$ cat config.mk
export PLATFORM = sky130hd
export DESIGN_NAME = spi_tx_word_buffer_flat
export DESIGN_NICKNAME = d
export VERILOG_FILES = /design/src/rtl/spi_tx_word_buffer_if.sv /design/src/rtl/spi_tx_word_buffer.sv /design/src/flat_wrapper.sv
export SDC_FILE = /design/constraint.sdc
export NUM_CORES = 1
export LEC_CHECK = 0
export CORE_AREA = 2 2 108 110
export DETAILED_ROUTE_END_ITERATION = 10
export DIE_AREA = 0 0 110 112
export PLACE_DENSITY = 0.84
export SLEW_MARGIN = 20
export SYNTH_ARGS = -nofsm -noshare
export SYNTH_HDL_FRONTEND = slang
export SYNTH_SLANG_ARGS = --single-unit
$ cat constraint.sdc
create_clock -name i_clk -period 6.1 [get_ports i_clk]
set_clock_uncertainty 0.05 [all_clocks]
set_input_delay 0.915 -clock i_clk [delete_from_list [all_inputs] [get_ports i_clk]]
set_output_delay 0.915 -clock i_clk [all_outputs]
set_load 0.02 [all_outputs]
$ cat src/rtl/spi_tx_word_buffer_if.sv
// Bundle of producer-side and SPI-side signals for spi_tx_word_buffer.
// The slave modport is the buffer; the master modport is the producer/SPI side.
// Signal prefixes (i_/o_) are from the buffer's point of view.
interface spi_tx_word_buffer_if #(
  parameter int DEPTH = 8,
  parameter int CNT_W = 16
);
  localparam int CW = $clog2(DEPTH) + 1;

  logic             i_wr_en;
  logic [15:0]      i_wr_data;
  logic             o_full;
  logic             o_empty;
  logic [CW-1:0]    o_count;
  logic             o_overflow;
  logic             i_csbar;
  logic [15:0]      o_data;
  logic             o_loaded;
  logic             o_underrun;
  logic [CNT_W-1:0] o_frame_cnt;
  logic [CNT_W-1:0] o_underrun_cnt;

  modport slave (
    input  i_wr_en, i_wr_data, i_csbar,
    output o_full, o_empty, o_count, o_overflow,
           o_data, o_loaded, o_underrun, o_frame_cnt, o_underrun_cnt
  );

  modport master (
    output i_wr_en, i_wr_data, i_csbar,
    input  o_full, o_empty, o_count, o_overflow,
           o_data, o_loaded, o_underrun, o_frame_cnt, o_underrun_cnt
  );
endinterface

$ cat src/rtl/spi_tx_word_buffer.sv
// SPI transmit word buffer: a DEPTH-word FIFO feeding the parallel-load
// register of an SPI slave. A word is popped into o_data while chip select
// is idle-high and held frozen for the whole frame.
// Optional statistics counters are enabled by defining SPI_TXBUF_STATS_EN;
// without it o_frame_cnt / o_underrun_cnt are tied to zero.
module spi_tx_word_buffer #(
  parameter int DEPTH = 8,
  parameter int CNT_W = 16
) (
  input  logic                  i_clk,
  input  logic                  i_reset,
  spi_tx_word_buffer_if.slave   io_bus
);
  localparam int AW = $clog2(DEPTH);
  localparam int CW = AW + 1;
  localparam logic [CW-1:0] FULL_CNT = CW'(DEPTH);

  typedef enum logic [1:0] {S_IDLE, S_LOADED, S_BUSY, S_DONE} state_t;

  logic [15:0]   r_mem [DEPTH];
  logic [AW-1:0] r_wr_ptr;
  logic [AW-1:0] r_rd_ptr;
  logic [CW-1:0] r_count;
  logic          r_overflow;

  logic          r_cs_meta;
  logic          r_cs_sync;
  logic          r_cs_prev;

  state_t        r_state;
  logic [15:0]   r_data;
  logic          r_loaded;
  logic          r_underrun;

  logic          w_full;
  logic          w_empty;
  logic          w_push;
  logic          w_pop;
  logic          w_cs_fall;
  logic          w_cs_rise;

  assign w_full    = (r_count == FULL_CNT);
  assign w_empty   = (r_count == '0);
  assign w_push    = io_bus.i_wr_en & ~w_full;
  // Pop only while chip select is idle-high, so o_data never moves mid-frame.
  assign w_pop     = (r_state == S_IDLE) & r_cs_sync & ~w_empty;
  assign w_cs_fall = r_cs_prev & ~r_cs_sync;
  assign w_cs_rise = ~r_cs_prev & r_cs_sync;

  // Two-flop synchronizer plus a delayed copy for edge detection; idles high.
  always_ff @(posedge i_clk) begin
    if (i_reset) begin
      r_cs_meta <= 1'b1;
      r_cs_sync <= 1'b1;
      r_cs_prev <= 1'b1;
    end else begin
      r_cs_meta <= io_bus.i_csbar;
      r_cs_sync <= r_cs_meta;
      r_cs_prev <= r_cs_sync;
    end
  end

  // FIFO storage: plain array, written without reset so it maps to RAM.
  always_ff @(posedge i_clk) begin
    if (w_push) begin
      r_mem[r_wr_ptr] <= io_bus.i_wr_data;
    end
  end

  // FIFO pointers, occupancy and the dropped-write pulse.
  always_ff @(posedge i_clk) begin
    if (i_reset) begin
      r_wr_ptr   <= '0;
      r_rd_ptr   <= '0;
      r_count    <= '0;
      r_overflow <= 1'b0;
    end else begin
      r_overflow <= io_bus.i_wr_en & w_full;
      if (w_push) begin
        r_wr_ptr <= r_wr_ptr + AW'(1);
      end
      if (w_pop) begin
        r_rd_ptr <= r_rd_ptr + AW'(1);
      end
      case ({w_push, w_pop})
        2'b10:   r_count <= r_count + CW'(1);
        2'b01:   r_count <= r_count - CW'(1);
        default: r_count <= r_count;
      endcase
    end
  end

  // Frame state machine; owns o_data (registered RAM read), loaded flag and underrun pulse.
  always_ff @(posedge i_clk) begin
    if (i_reset) begin
      r_state    <= S_IDLE;
      r_data     <= 16'h0000;
      r_loaded   <= 1'b0;
      r_underrun <= 1'b0;
    end else begin
      r_underrun <= 1'b0;
      case (r_state)
        S_IDLE: begin
          if (w_cs_fall) begin
            // Frame began with nothing loaded: the slave shifts stale data.
            r_underrun <= 1'b1;
            r_state    <= S_BUSY;
          end else if (w_pop) begin
            r_data   <= r_mem[r_rd_ptr];
            r_loaded <= 1'b1;
            r_state  <= S_LOADED;
          end
        end
        S_LOADED: begin
          if (w_cs_fall) begin
            r_state <= S_BUSY;
          end
        end
        S_BUSY: begin
          if (w_cs_rise) begin
            r_state <= S_DONE;
          end
        end
        S_DONE: begin
          r_loaded <= 1'b0;
          r_state  <= S_IDLE;
        end
        default: r_state <= S_IDLE;
      endcase
    end
  end

`ifdef SPI_TXBUF_STATS_EN
  logic [CNT_W-1:0] r_frame_cnt;
  logic [CNT_W-1:0] r_underrun_cnt;

  // Saturating frame and underrun counters.
  always_ff @(posedge i_clk) begin
    if (i_reset) begin
      r_frame_cnt    <= '0;
      r_underrun_cnt <= '0;
    end else begin
      if ((r_state == S_BUSY) && w_cs_rise && (r_frame_cnt != '1)) begin
        r_frame_cnt <= r_frame_cnt + CNT_W'(1);
      end
      if (r_underrun && (r_underrun_cnt != '1)) begin
        r_underrun_cnt <= r_underrun_cnt + CNT_W'(1);
      end
    end
  end

  assign io_bus.o_frame_cnt    = r_frame_cnt;
  assign io_bus.o_underrun_cnt = r_underrun_cnt;
`else
  assign io_bus.o_frame_cnt    = {CNT_W{1'b0}};
  assign io_bus.o_underrun_cnt = {CNT_W{1'b0}};
`endif

  assign io_bus.o_full     = w_full;
  assign io_bus.o_empty    = w_empty;
  assign io_bus.o_count    = r_count;
  assign io_bus.o_overflow = r_overflow;
  assign io_bus.o_data     = r_data;
  assign io_bus.o_loaded   = r_loaded;
  assign io_bus.o_underrun = r_underrun;
endmodule

$ cat src/flat_wrapper.sv
// flat-port wrapper written by rule: the top's interface ports become plain ports
module spi_tx_word_buffer_flat 
#(
  parameter int DEPTH = 8,
  parameter int CNT_W = 16
)
  (i_clk, i_reset, io_bus_i_wr_en, io_bus_i_wr_data, io_bus_i_csbar, io_bus_o_full, io_bus_o_empty, io_bus_o_count, io_bus_o_overflow, io_bus_o_data, io_bus_o_loaded, io_bus_o_underrun, io_bus_o_frame_cnt, io_bus_o_underrun_cnt);
  spi_tx_word_buffer_if #(.DEPTH(DEPTH), .CNT_W(CNT_W)) io_bus_i ();
  input  logic i_clk;
  input  logic i_reset;
  input wire logic [$bits(io_bus_i.i_wr_en)-1:0] io_bus_i_wr_en;
  input wire logic [$bits(io_bus_i.i_wr_data)-1:0] io_bus_i_wr_data;
  input wire logic [$bits(io_bus_i.i_csbar)-1:0] io_bus_i_csbar;
  output wire logic [$bits(io_bus_i.o_full)-1:0] io_bus_o_full;
  output wire logic [$bits(io_bus_i.o_empty)-1:0] io_bus_o_empty;
  output wire logic [$bits(io_bus_i.o_count)-1:0] io_bus_o_count;
  output wire logic [$bits(io_bus_i.o_overflow)-1:0] io_bus_o_overflow;
  output wire logic [$bits(io_bus_i.o_data)-1:0] io_bus_o_data;
  output wire logic [$bits(io_bus_i.o_loaded)-1:0] io_bus_o_loaded;
  output wire logic [$bits(io_bus_i.o_underrun)-1:0] io_bus_o_underrun;
  output wire logic [$bits(io_bus_i.o_frame_cnt)-1:0] io_bus_o_frame_cnt;
  output wire logic [$bits(io_bus_i.o_underrun_cnt)-1:0] io_bus_o_underrun_cnt;
  assign io_bus_i.i_wr_en = io_bus_i_wr_en;
  assign io_bus_i.i_wr_data = io_bus_i_wr_data;
  assign io_bus_i.i_csbar = io_bus_i_csbar;
  assign io_bus_o_full = io_bus_i.o_full;
  assign io_bus_o_empty = io_bus_i.o_empty;
  assign io_bus_o_count = io_bus_i.o_count;
  assign io_bus_o_overflow = io_bus_i.o_overflow;
  assign io_bus_o_data = io_bus_i.o_data;
  assign io_bus_o_loaded = io_bus_i.o_loaded;
  assign io_bus_o_underrun = io_bus_i.o_underrun;
  assign io_bus_o_frame_cnt = io_bus_i.o_frame_cnt;
  assign io_bus_o_underrun_cnt = io_bus_i.o_underrun_cnt;
  spi_tx_word_buffer #(.DEPTH(DEPTH), .CNT_W(CNT_W)) u_core (.i_clk(i_clk), .i_reset(i_reset), .io_bus(io_bus_i));
endmodule
# Word-level counts from Yosys, hierarchy flattened
# Memory sizes are Yosys's and may differ from the RTL's. A register that Yosys moved wholly into a read port is not among the register bits.
# Cells that the tools add are included.
# totals
ff_bits	18
ram_bits	128
inputBits	20
output_inout_bits	57
word_cells	58
mem_count	1
# mem_list
name	words	word_bits	rd	rd_clocked_by_memory_dff	write_ports	line_no	rtl
u_core.r_mem	8	16	1	1	1	spi_tx_word_buffer.sv:20	logic [15:0] r_mem [DEPTH];
# op_classes
add_sub_neg	4
n_eq_ne	11
muxes	12
n_bitwise	12
reduce_logical	8
# ops
cell	n
AND reduction 3 bit	3
2-to-1 mux 2 bit	4
one-hot mux 2 bit (4 select lines)	1
one-hot mux 4 bit (2 select lines)	1
adder 3 x 1 -> 3 bit, second input constant	2
AND 1 bit	6
== test 2 bit, second input constant	3
inequality test 2 x 1 -> 1 bit, second input constant	3
inverter 1 bit	6
2-to-1 mux 1 bit	5
adder 4 x 1 -> 4 bit, second input constant	1
== test 2 x 1 -> 1 bit, second input constant	2
== test 4 bit, second input constant	1
logical NOT 4 bit	1
nonzero test 2 bit	2
subtractor 4 x 1 -> 4 bit, second input constant	1
inequality test 3 x 1 -> 1 bit, second input constant	1
logical NOT 2 bit	1
inequality test 2 bit, second input constant	1
one-hot mux 1 bit (2 select lines)	1
OR reduction 2 bit	1

# Logic depth before layout (Yosys ltp)
# Gate-level depths: netlist of run 1.
# logic_depth
word_depth	6
depth_mapped	12
depth_no_buf	11

# Least setup slack after synthesis of run 1
# OpenSTA, ideal clock, no wires.
# synth_path
kind	register to register
startpoint	register u_core.r_count[0], in the netlist u_core.io_bus.o_count[0]
endpoint	memory u_core.r_mem[0][0] (enable)
setup_time_ps	430
arrival_ps	2555
required_time_ps	5620
setup_slack_ps	3065
stages_incl_launch_ff	5
path_buffers	1
period_less_slack_ps	3035
cell_sequence	dfxtp_1 -> or4b_1 -> buf_2 -> nand2_4 -> nor4_1
# synth_via
elab_chain_cells	5
# synth_lines
item	line_no	rtl
start: declaration	spi_tx_word_buffer.sv:23	logic [CW-1:0] r_count;
start signal: assignment	spi_tx_word_buffer.sv:86	2'b10: r_count <= r_count + CW'(1);
start signal: assignment	spi_tx_word_buffer.sv:87	2'b01: r_count <= r_count - CW'(1);
start signal: assignment	spi_tx_word_buffer.sv:88	default: r_count <= r_count;
== test 4 bit	spi_tx_word_buffer.sv:42	assign w_full = (r_count == FULL_CNT);
inverter 1 bit	spi_tx_word_buffer.sv:44	assign w_push = io_bus.i_wr_en & ~w_full;
AND 1 bit	spi_tx_word_buffer.sv:44	
2-to-1 mux 1 bit	spi_tx_word_buffer.sv:65	if (w_push) begin
2-to-1 mux 1 bit (implied by the code)	spi_tx_word_buffer.sv:66	r_mem[r_wr_ptr] <= io_bus.i_wr_data;
end: declaration	spi_tx_word_buffer.sv:20	
# Every way passes these cells.

# Worst setup path after layout of run 1
# layout_path
startpoint	register u_core.r_state[0]
endpoint	register u_core.r_count[3], in the netlist u_core.io_bus.o_count[3]
# layout_via
elab_chain_cells	5
word_cells_on_any_way	7
cone_classes	2 x eq/ne; 1 x mux; 2 x bitwise; 2 x reduce/logical
# layout_lines
item	line_no	rtl
start: declaration	spi_tx_word_buffer.sv:30	state_t r_state;
start signal: assignment	spi_tx_word_buffer.sv:96	r_state <= S_IDLE;
start signal: assignment	spi_tx_word_buffer.sv:107	r_state <= S_BUSY;
start signal: assignment	spi_tx_word_buffer.sv:111	r_state <= S_LOADED;
logical NOT 2 bit *	spi_tx_word_buffer.sv:46	assign w_pop = (r_state == S_IDLE) & r_cs_sync & ~w_empty;
AND 1 bit * (2 in series)	spi_tx_word_buffer.sv:46	
== test 2 x 1 -> 1 bit or == test 2 bit (tied branches)	spi_tx_word_buffer.sv:85	case ({w_push, w_pop})
one-hot mux 4 bit (2 select lines) or nonzero test 2 bit (tied branches)	n/a	
# Every way passes the cells marked *; elsewhere a longest branch is shown, timed or not.
# A chain may end at the register's enable or synchronous reset.

==> results of run 1 <==
[cell type report]
cell class | instances | share of cell area [%]
clock buffers | 21 | 5.89
inverters | 6 | 0.295
clock inverters | 11 | 1.67
flip-flops and latches | 162 | 59.2
well taps | 143 | 2.34
repair buffers | 54 | 6.74
multi-input cells | 199 | 23.9
[power by group]
group / internal, mW / leakage (nW) / switching, mW
registers: 1.31 / 1.44 / 0.0992
clock network: 0.617 / 0.275 / 0.421
logic: 0.438 / 0.872 / 0.558
[cell families after synthesis]
kind of cell,Yosys count
compound gates,32
xor+xnor,7
fa+ha+maj,10
buf+inv,55
flops,162
mux,35
other cells,1
simple gates,83
[final timing paths]
path,from,end,slack [ps],depth (start not counted)
setup / recovery,u_core.r_state[0],u_core.io_bus.o_count[3],2700,8
hold / removal,u_core.r_cs_meta,u_core.r_cs_sync,360,1
setup reg to reg,u_core.r_state[0],u_core.io_bus.o_count[3],2700,8
hold reg to reg,u_core.r_cs_meta,u_core.r_cs_sync,360,1
[synthesized netlist by cell type (5+ instances only)]
| cell | instances | area, sq um |
|---|---|---|
| nor2_1 | 30 | 113 |
| nand3_1 | 5 | 25.0 |
| mux4_2 | 32 | 721 |
| inv_1 | 5 | 18.8 |
| buf_4 | 35 | 263 |
| clkbuf_1 | 6 | 22.5 |
| buf_2 | 6 | 30.0 |
| o22ai_1 | 16 | 100 |
| nor3_2 | 10 | 100 |
| ha_1 | 10 | 125 |
| xor2_1 | 5 | 43.8 |
| dfxtp_1 | 34 | 681 |
| nor3_1 | 11 | 55.1 |
| edfxtp_1 | 128 | 3840 |
[registers in the layout, indices dropped and copies added, names as in the netlist]
register	flops
u_core.r_cs_prev	1
u_core.r_wr_ptr	3
u_core.r_rd_ptr	3
u_core.r_mem	128
u_core.io_bus.o_overflow	1
u_core.io_bus.o_underrun	1
u_core.r_state	2
u_core.io_bus.o_loaded	1
u_core.io_bus.o_count	4
u_core.r_cs_sync	1
u_core.io_bus.o_data	16
u_core.r_cs_meta	1
[metal layers]
metal  share of wire [%]  GRT usage [%]  vias to the layer above
met3                 6.7           7.44                       18
met5                   0              0                        -
met4                 2.0           7.34                        0
met1                  40           27.6                     1721
met2                  51           34.2                      144
li1                    -              -                     1547
==> metrics.md, run 1 <==
| Metric | Value |
|---|---|
| Status | `finished clean` |
| Post-synthesis mux area share | `11.4%` |
| Die X | `~110 microns` |
| Clock slew at reported path FFs | `60 ps` |
| Final setup violation count | `0` |
| CP arrival | `3650 ps` |
| Post-route ant nets | `0` |
| Critical Setup Path Class | `reg -> reg` |
| Final setup margin | `2700 ps` |
| Post-Synth XOR/XNOR Area | `less than 1%` |
| Clock buffer depth | `2` |
| Slew Viols, Final | `0` |
| P&R area growth vs syn | `16.4%` |
| Critical-path cell list | `inv_1 > ha_1 > inv_2 > nor3_4 > ha_1 > or3_1 > o32ai_1 > mux2_2` |
| CTS tree | `yes` |
| Yosys reg bits | `162` |
| Pre-antenna DRT Iters | `4` |
| Max cap viols | `0` |
| Largest family of logic cells by synthesized area | `multiplexers` |
| WP buf/inv | `2` |
| Core box area | `roughly 11,000 sq um` |
| Die H | `112 microns` |
| Mapped Avg Cell Area | `17.1 sq um` |
| Synth unique cells | `47` |
| Async set or reset register ratio after synthesis | `0%` |
| Synth Area in Adders | `1.91%` |
| Count of hold-fix buffers inserted at cts | `0` |
| GRT Overall Usage | `21.5%` |
| Initial Utilization | `58.8%` |
| Relative slew margins | `36.5%` |
| Startpoint types | `flop` |
| LEAKAGE | `roughly 2.6 nW` |
| Dpl cells | `564` |
| Cts repair resizes | `0` |
| Compound-Gate Fraction of Synth Area | `3.66%` |
| Post-CTS setup buffers | `0` |
| Pwr Density | `450 nW/um^2` |
| Final instance area | `around 7600 sq um` |
| Worst slew pin tran | `950 ps` |
| Critical Path RT | `6360 ps` |
| Vias/cell | `5.76` |
| Largest stage delay, worst path | `780 ps` |
| I/O pins | `77` |
| Worst hold path class | `reg -> reg` |
| Pre-CTS setup slack | `between 2000 and 3000 ps` |
| Via count | `3,430` |
| Hold WS | `362 ps` |
| Largest net degree at the start of global routing | `36` |
| Placed cell area | `7070 sq um` |
| Detailed Route Iter0 Violations | `238` |
| Final Util | `68.4%` |
| # diodes | `0` |
| Final Power | `3.44 mW` |
| Die ar. | `about 12,000 sq um` |
| Total gr overflow | `0` |
| Period minus WS final | `around 3400 ps` |
| Fillers | `between 600 and 700` |
| Cell Area, Synth | `6570 sq um` |
| Final period util | `a little under three fifths` |
| First-pass GRT wire length | `18.8 mm` |
| TritonCTS buffer count | `17` |
| Wire per inst | `a little over 20 microns` |
| Vias in the first global route | `3,437` |
| Post-layout net count | `470` |
| Residual DRC | `0` |
| Clk root buf | `clkbuf_16` |
| Share of layout cells above drive strength 1 | `23.0%` |
| Setup tns final | `0 ps` |
| Most frequent cells in the layout | `edfxtp_1, clkdlybuf4s50_1, mux4_2, conb_1, dfxtp_1` |
| Final hold violation count | `0` |
| Total wire length | `12.1 mm` |
| EDFF count, synth | `128` |
| Register area | `4530 sq um` |
| Clk_lat worst skew | `420 ps` |
| Initial antenna violation count | `0` |
| H-tree Lvls | `4` |
| Worst-path maximum fanout | `20` |
| Setup repair after global routing missed its margin | `no` |
| CP most frequent cell | `ha_1` |
| Synthesis Warnings | `0` |
| Routability cong. | `0.772` |
| Family with the most delay on the worst path | `simple AND/OR/NAND/NOR gates` |
| Register area share after synthesis | `68.9%` |
| Cell Rows | `39` |
| Multi-input logic area | `1830 sq um` |
| CTS sink cnt | `162` |
| Port Buffer Count | `44` |
| Worst Setup End Kind | `flop` |
| Commonest non-fill, non-tap cell in the layout | `edfxtp_1` |
| Non-filler cells, final | `596` |
| Critical path's slowest cell | `nor3_4` |
| VDD IR-drop max | `0.385 mV` |
| Fmax | `294 MHz` |
| Cells after synthesis | `~390` |
| DP Wirelength | `7.18 mm` |
| Main synth FF type | `edfxtp_1` |
| Simple-Gate Fraction of Synth Area | `7.62%` |
(Power assumes the default switching activity.)
==> run 2: changes to the inputs <==
CORE_AREA = 2 2 118 120   (was 2 2 108 110)
DIE_AREA = 0 0 120 122   (was 0 0 110 112)
PLACE_DENSITY = 0.74   (was 0.84)
clock period = 2.8 ns   (was 6.1 ns; I/O delays follow)
==> metrics.md, run 2 (synthesis results as in run 1) <==
| Metric | Value |
|---|---|
| Status | `finished clean` |
| Die H | `122 microns (+8.9%)` |
| Final instance area | `7760 sq um (+1.5%)` |
| Vias in the first global route | `3,489 (+1.5%)` |
| Fmax | `373 MHz` |
| First-pass GRT wire length | `19.5 mm (+3.6%)` |
| GRT Overall Usage | `18.2% (-3.3 points)` |
| Wire per inst | `19.3 microns (-4.8%)` |
| Total wire length | `12.3 mm (+2.0%)` |
| Post-route ant nets | `0 (unchanged)` |
| Die X | `120 microns (+9.1%)` |
| Residual DRC | `0 (unchanged)` |
| Biggest register | `u_core.r_mem` |
| I/O pins | `77 (unchanged)` |
| Count of hold-fix buffers inserted at cts | `0 (unchanged)` |
| Clock slew at reported path FFs | `70 ps (about the same)` |
| Largest net degree at the start of global routing | `27 (-25%)` |
| Clock buffer depth | `2 (unchanged)` |
| Placed cell area | `7190 sq um (+1.8%)` |
| R2R depth | `6 (-2)` |
| Final period util | `95.9%` |
| Worst Hold Depth | `1 (unchanged)` |
| Non-filler cells, final | `639 (+7.2%)` |
| Clk_lat worst skew | `420 ps (about the same)` |
| LEAKAGE | `2.62 nW (+1.2%)` |
| Max cap viols | `0 (unchanged)` |
| Worst slew pin tran | `523 ps (-426 ps)` |
| P&R area growth vs syn | `18.2%` |
| Slew Viols, Final | `0 (unchanged)` |
| Die ar. | `14,600 sq um (+19%)` |
| Startpoint types | `flop` |
| CP arrival | `2210 ps (-1440 ps)` |
| Cell Rows | `43 (+10%)` |
| Worst-path maximum fanout | `8 (-60%)` |
| Clk root buf | `clkbuf_16` |
| Post-layout net count | `476 (+1.3%)` |
| Setup repair after global routing missed its margin | `no` |
| Port Buffer Count | `44 (unchanged)` |
| Critical Path RT | `2330 ps (-4030 ps)` |
| Core box area | `13,500 sq um (+21%)` |
| Setup tns final | `0 ps (unchanged)` |
| Relative slew margins | `65.0% (+29 points)` |
| # diodes | `0 (unchanged)` |
| VDD IR-drop max | `0.614 mV (+60%)` |
| Dpl cells | `607 (+7.6%)` |
| Initial antenna violation count | `0 (unchanged)` |
| Vias/cell | `5.37 (-6.6%)` |
| Detailed Route Iter0 Violations | `331 (+39%)` |
| Final hold violation count | `0 (unchanged)` |
| Pwr Density | `968 nW/um^2 (+120%)` |
| Period minus WS final | `2680 ps` |
| Commonest non-fill, non-tap cell in the layout | `edfxtp_1` |
| Routability cong. | `0.749 (-3.1%)` |
| Initial Utilization | `48.6% (-10 points)` |
| Fillers | `1,017 (+46%)` |
| Worst hold path class | `reg -> reg` |
| Total gr overflow | `0 (unchanged)` |
| Worst Setup End Kind | `output pin` |
| Number of flip-flops under the largest register name | `128 (unchanged)` |
| CTS sink cnt | `162 (unchanged)` |
| Critical Setup Path Class | `reg -> out` |
| DP Wirelength | `7.33 mm (+2.1%)` |
| H-tree Lvls | `4 (unchanged)` |
| Final Power | `7.52 mW (+120%)` |
| Most frequent cells in the layout | `edfxtp_1, clkdlybuf4s50_1, dfxtp_1` |
| CTS tree | `yes` |
| Pre-CTS setup slack | `164 ps (-2650 ps)` |
| Share of layout cells above drive strength 1 | `24.6% (+1.7 points)` |
| TritonCTS buffer count | `17 (unchanged)` |
| Final setup violation count | `0 (unchanged)` |
| Via count | `3,434 (+0.12%)` |
| Pre-antenna DRT Iters | `4 (unchanged)` |
| Final setup margin | `116 ps (-2590 ps)` |
[run 2: power by group]
part           internal, mW  switching (mW)  leakage (nW)
sequential             2.85           0.183          1.44
clock                  1.24           0.942         0.269
combinational          1.03            1.27         0.910
total                  5.12            2.39          2.62
[run 2: routing by layer]
metal	routed length (microns)	track usage, %	share of wire [%]
met1	5270	24.0	43
met2	6200	29.6	50
met3	745	4.35	6.1
met4	97	6.91	0.79
met5	0	0	0
[run 2: timing repair]
| action | 4_1_cts | 5_1_grt |
|---|---|---|
| hold endpoints to repair | 0 | 0 |
| setup buffers | 0 | 0 |
| setup endpoints to repair | 0 | 2 |
| gates resized for setup | 0 | 3 |
[run 2: worst paths after layout]
path / slack, ps / end / from
min: 370 / u_core.r_cs_sync / u_core.r_cs_meta
max: 120 / io_bus_o_full / u_core.io_bus.o_count[0]
max reg2reg: 210 / u_core.io_bus.o_count[3] / u_core.io_bus.o_count[0]
min reg2reg: 370 / u_core.r_cs_sync / u_core.r_cs_meta
[run 2: final cells by class]
| cell class | count | area, sq um | share of cell area [%] |
|---|---|---|---|
| timing repair buffer | 60 | 586 | 7.55 |
| sequential | 162 | 4530 | 58.3 |
| tap | 180 | 225 | 2.90 |
| clock buffer | 18 | 429 | 5.53 |
| inverter | 6 | 22.5 | 0.290 |
| multi-input combinational | 199 | 1840 | 23.8 |
| clock inverter | 14 | 129 | 1.66 |
[run 2: metrics by stage]
stage,hold slack (ps),utilization (%)
after detailed placement,366,53.3
after global routing,408,57.5
after floorplan,339,-
final,371,57.5
after CTS,383,57.4
after global placement,355,53.3
[run 2: worst max-delay path: stages (launching register included)]
cell and delay, ps:
dfxtp_1 400, or4b_4 590, buf_4 170, inv_1 40, clkdlybuf4s50_1 590
